$ cat config.mk
export PLATFORM = sky130hd
export DESIGN_NAME = button_debounce
export DESIGN_NICKNAME = d
export VERILOG_FILES = /design/src/rtl/button_debounce_pkg.sv /design/src/rtl/button_debounce_channel.sv /design/src/rtl/button_debounce.sv
export SDC_FILE = /design/constraint.sdc
export NUM_CORES = 1
export LEC_CHECK = 0
export BUFFER_PORTS_ARGS = -buffer_cell sky130_fd_sc_hd__buf_2
export CAP_MARGIN = 15
export CORE_MARGIN = 2
export CORE_UTILIZATION = 50
export CTS_CLUSTER_SIZE = 20
export DETAILED_ROUTE_END_ITERATION = 10
export HOLD_SLACK_MARGIN = 0.02
export PLACE_DENSITY_LB_ADDON = 0.08
export SYNTH_ARGS = -nofsm -noshare
export SYNTH_HDL_FRONTEND = slang
export SYNTH_SLANG_ARGS = --single-unit
export TNS_END_PERCENT = 30
$ cat constraint.sdc
create_clock -name CLK -period 2.65 [get_ports CLK]
set_input_delay 0.265 -clock CLK [delete_from_list [all_inputs] [get_ports CLK]]
set_output_delay 0.265 -clock CLK [all_outputs]
set_load 0.05 [all_outputs]
$ cat src/rtl/button_debounce_pkg.sv
// Shared types and parameter limits for the button debouncer.
package button_debounce_pkg;

  typedef enum logic [1:0] {
    ST_LOW       = 2'd0,
    ST_WAIT_HIGH = 2'd1,
    ST_HIGH      = 2'd2,
    ST_WAIT_LOW  = 2'd3
  } deb_state_t;

  localparam int WIDTH_MIN         = 1;
  localparam int WIDTH_MAX         = 16;
  localparam int STABLE_CYCLES_MIN = 2;
  localparam int SYNC_STAGES_MIN   = 2;

endpackage

$ cat src/rtl/button_debounce_channel.sv
// One debounce channel: synchronizer chain, qualification FSM and counter.
// Edge pulses exist only when BUTTON_DEBOUNCE_EDGE_EN is defined.
module debounce_channel
  import button_debounce_pkg::*;
#(
  parameter int STABLE_CYCLES = 1000000,
  parameter int SYNC_STAGES   = 2
) (
  input  logic clk,
  input  logic rst,
  input  logic din,
  output logic level,
  output logic rise,
  output logic fall
);

  localparam int            CW       = $clog2(STABLE_CYCLES + 1);
  localparam logic [CW-1:0] CNT_ONE  = CW'(1);
  localparam logic [CW-1:0] CNT_LAST = CW'(STABLE_CYCLES - 1);

  logic [SYNC_STAGES-1:0] sync_q;
  logic                   sync;
  deb_state_t             state;
  logic [CW-1:0]          cnt;

  always_ff @(posedge clk or posedge rst)
    if (rst) sync_q <= '0;
    else     sync_q <= {sync_q[SYNC_STAGES-2:0], din};

  assign sync = sync_q[SYNC_STAGES-1];

  // level is updated on entry to HIGH / LOW so it tracks {HIGH, WAIT_LOW}
  always_ff @(posedge clk or posedge rst) begin
    if (rst) begin
      state <= ST_LOW;
      cnt   <= '0;
      level <= 1'b0;
`ifdef BUTTON_DEBOUNCE_EDGE_EN
      rise  <= 1'b0;
      fall  <= 1'b0;
`endif
    end else begin
`ifdef BUTTON_DEBOUNCE_EDGE_EN
      rise <= 1'b0;
      fall <= 1'b0;
`endif
      unique case (state)
        ST_LOW:
          if (sync) begin state <= ST_WAIT_HIGH; cnt <= CNT_ONE; end
          else      cnt <= '0;
        ST_WAIT_HIGH:
          if (!sync) begin
            state <= ST_LOW;
            cnt   <= '0;
          end else if (cnt == CNT_LAST) begin
            state <= ST_HIGH;
            cnt   <= '0;
            level <= 1'b1;
`ifdef BUTTON_DEBOUNCE_EDGE_EN
            rise  <= 1'b1;
`endif
          end else cnt <= cnt + CNT_ONE;
        ST_HIGH:
          if (!sync) begin state <= ST_WAIT_LOW; cnt <= CNT_ONE; end
          else       cnt <= '0;
        ST_WAIT_LOW:
          if (sync) begin
            state <= ST_HIGH;
            cnt   <= '0;
          end else if (cnt == CNT_LAST) begin
            state <= ST_LOW;
            cnt   <= '0;
            level <= 1'b0;
`ifdef BUTTON_DEBOUNCE_EDGE_EN
            fall  <= 1'b1;
`endif
          end else cnt <= cnt + CNT_ONE;
      endcase
    end
  end

`ifndef BUTTON_DEBOUNCE_EDGE_EN
  assign rise = 1'b0;
  assign fall = 1'b0;
`endif

endmodule

$ cat src/rtl/button_debounce.sv
// Multi-channel button debouncer; WIDTH independent channels.
// Define BUTTON_DEBOUNCE_EDGE_EN to get RISE/FALL pulses, otherwise they are 0.
module button_debounce
  import button_debounce_pkg::*;
#(
  parameter int WIDTH         = 4,
  parameter int STABLE_CYCLES = 1000000,
  parameter int SYNC_STAGES   = 2
) (
  input  logic             CLK,
  input  logic             RST,
  input  logic [WIDTH-1:0] IN,
  output logic [WIDTH-1:0] LEVEL,
  output logic [WIDTH-1:0] RISE,
  output logic [WIDTH-1:0] FALL
);

  if (WIDTH < WIDTH_MIN || WIDTH > WIDTH_MAX ||
      STABLE_CYCLES < STABLE_CYCLES_MIN || SYNC_STAGES < SYNC_STAGES_MIN) begin : g_bad_param
    $error("button_debounce: parameter out of legal range");
  end

  for (genvar i = 0; i < WIDTH; i++) begin : g_ch
    debounce_channel #(
      .STABLE_CYCLES (STABLE_CYCLES),
      .SYNC_STAGES   (SYNC_STAGES)
    ) u_ch (
      .clk   (CLK),
      .rst   (RST),
      .din   (IN[i]),
      .level (LEVEL[i]),
      .rise  (RISE[i]),
      .fall  (FALL[i])
    );
  end

endmodule

==> results_dict.tcl <==
set metrics [dict create \
    clock_latency_ns 0.38 \
    finalClockSkew_ns 0.01425 \
    avgSynthCellArea_um2 9.895 \
    routed_wl_mm 8.962 \
    drv_slew 0 \
    min_path_cells 0 \
    finalCritPeriodShare_pct 77.63 \
    routedWlPerCell_um 13.70 \
    drtIter0Drc 115 \
    cts_resized 0 \
    route.detailed.drc 0 \
    cts-htree-levels 3 \
    yosysSeqAreaShare_pct 50.38 \
    num-nets-final 526 \
    cts_setup_buffers 0 \
    clkTransAtPathRegs_ns 0.10 \
    yosysWarningCount 0 \
    coreArea_um2 9729 \
    die_y_um 103.7 \
    reg2reg_depth 5 \
    grt_antenna_before_repair 0 \
    met1_length_mm 4.435 \
    dp_cells 633 \
    p_per_area_nw_per_um2 486.6 \
    crit_chain "ha_1 -> nand3_4 -> or4_4 -> nor3_2 -> mux2_1" \
    dieArea_um2 10750 \
    yosys_most_used_dff "dfrtp_1" \
    finalHoldViolations 0 \
    fin_util_pct 54.82 \
    path_max_fanout 8 \
    yosys.area_share.simple_pct 24.38 \
    async_flop_share_pct 100.0 \
    mostFrequentLayoutCells "dfrtp_1, nor2_1, xnor2_1" \
    rows 36 \
    period_needed_ns 2.057 \
    layout_commonest_cell "dfrtp_1" \
    fmax_mhz 486.1 \
    synth_edf_count 0 \
    clk_path_buf_depth 2 \
    worst_slack_ns 0.5929 \
    cts_tree "built" \
    synth_top_family_by_area "simple AND/OR/NAND/NOR gates" \
    cts_inserted_buffers 9 \
    wl_met2_mm 4.142 \
    startpoint_type "register" \
    vias_per_cell 5.495 \
    worst_pin_slew_ns 0.5181 \
    p_leak_nw 2.050 \
    cts_sinks 100 \
    finalWeightedCongestion 0.7963 \
    hpwl_mm 6.164 \
    setup_viol 0 \
    io_buffers 9 \
    diodes 0 \
    final_cells 654 \
    grt_first_pass_wirelength_mm 16.08 \
    ir_drop_mv 0.5024 \
    fin_hold_ws_ns 0.3564 \
    synthMuxAreaShare_pct 0.6549 \
    ant_nets 0 \
    drive_gt1_share_pct 8.253 \
    outcome "completed" \
    criticalPathCategory "reg -> reg" \
    die_x_um 103.7 \
    route.met3.wl_um 276 \
    setup_tns_ns 0 \
    drv_cap 0 \
    slew_headroom_pct 65.39 \
    critPathCaptureType "register" \
    ys_types 51 \
    max_stage_delay_ns 0.59 \
    root_buffer "clkbuf_8" \
    grt_max_degree 55 \
    cpMaxStageDelayCell "or4_4" \
    vias 3594 \
    ys_ff_latch 100 \
    firstDrtPassIters 4 \
    place_ws_ns 0.5816 \
    grt-ovfl-total 0 \
    min-delay-path-class "reg -> reg" \
    syn_area_um2 4967 \
    initial_core_util_pct 51.05 \
    grt_pass1_vias 3517 \
    required_ns 2.91 \
    gr-usage-all-layers_pct 18.04 \
    highest_layer "met4" \
    synth_compound_area_share_pct 9.345 \
    rsz0062_at_grt "false" \
    worstPathArrival_ns 2.32 \
    syn2layout_area_growth_pct 7.380 \
    synthXorXnorAreaFrac_pct 9.169 \
    io_pins 18 \
    netlist_instances 502 \
    synthAdderAreaFrac_pct 1.008 \
]
[area by class of cell]
type,instances,area (um2)
Fill cell,871,4395
Sequential cell,100,2502
Multi-Input combinational cell,361,2243
Tap cell,133,166.4
Timing Repair Buffer,18,137.6
Clock buffer,9,123.9
Inverter,26,101.3
Clock inverter,7,58.81
[Yosys cell counts (3+ instances only)]
cell type  number  area (um2)
and2_1          6       37.54
xor2_1         14       122.6
a21oi_1        27       135.1
nor2_1         65       244.0
o31ai_1        10       75.07
nor3_1         12       60.06
nand4_1        23       143.9
ha_1            4       50.05
o41ai_1         4       35.03
dfrtp_1       100        2502
clkbuf_1        4       15.01
inv_1          26       97.59
or4_1          10       75.07
and3_1          7       43.79
o21ai_0        14       70.07
nand2_1        23       86.33
buf_4          13       97.59
or3_1          17       106.4
nand3_1        25       125.1
nor4b_1         5       43.79
o21bai_1        4       30.03
a2bb2oi_1       3       26.28
xnor2_1        38       332.8
nor4_1         13       81.33
and4_1          5       43.79
[sequential cells by signal, indices dropped and copies added, names as in the netlist, named ones only]
| register | flops |
|---|---|
| g_ch.u_ch.cnt | 80 |
| g_ch.u_ch.level | 4 |
| g_ch.u_ch.state | 4 |
| g_ch.u_ch.sync_q | 8 |
[cells by family (layout without fill, tap and decap cells)]
| group | count (synthesis) | in the layout |
|---|---|---|
| flip-flops | 100 | 100 |
| XOR/XNOR | 52 | 52 |
| AND/OR/NAND/NOR | 223 | 223 |
| adder cells (fa/ha/maj) | 4 | 4 |
| AO/OA/AOI/OAI | 71 | 71 |
| buffers and inverters | 48 | 60 |
| multiplexers | 3 | 3 |
| other | 1 | 8 |
[path summary, 6_finish.rpt]
| check | from | slack (ns) | endpoint |
|---|---|---|---|
| min reg2reg | g_ch[2].u_ch.sync_q[0] | 0.36 | g_ch[2].u_ch.sync_q[1] |
| min | g_ch[2].u_ch.sync_q[0] | 0.36 | g_ch[2].u_ch.sync_q[1] |
| min in group asynchronous | RST | 0.46 | g_ch[3].u_ch.sync_q[0] |
| max in group asynchronous | RST | 1.51 | g_ch[1].u_ch.cnt[4] |
| max | g_ch[1].u_ch.cnt[0] | 0.59 | register |
| max reg2reg | g_ch[1].u_ch.cnt[0] | 0.59 | register |
[stage by stage]
stage          area (um2)  power [mW]
2_1_floorplan        4997       1.685
3_3_place_gp         5101       1.705
3_5_place_dp         5101       1.707
4_1_cts              5334       2.637
5_1_grt              5334       2.714
6_report             5334       2.596
[routing by layer]
layer	up-vias	GRT usage [%]
met5	-	0
met4	0	5.695
met3	11	5.223
met2	43	28.48
met1	1743	24.16
li1	1797	-
[critical path, delay by kind of cell, from the launching register on]
| family | cells | cell delay (ns) |
|---|---|---|
| and+or+nand+nor | 3 | 0.96 |
| adders and majority gates | 1 | 0.25 |
| DFF | 1 | 0.40 |
| muxes | 1 | 0.34 |
[what timing repair did]
item,in CTS,in global routing
hold endpoints to repair,25,0
setup endpoints to repair,0,0
hold buffers,5,0
[power by group]
| group | total (mW) | internal [mW] | switching [mW] |
|---|---|---|---|
| logic | 0.121 | 0.0304 | 0.0910 |
| clock network | 0.917 | 0.354 | 0.563 |
| registers | 1.56 | 1.54 | 0.0154 |
| total | 2.60 | 1.93 | 0.669 |
No activity file was read; power rests on OpenSTA's default activity.
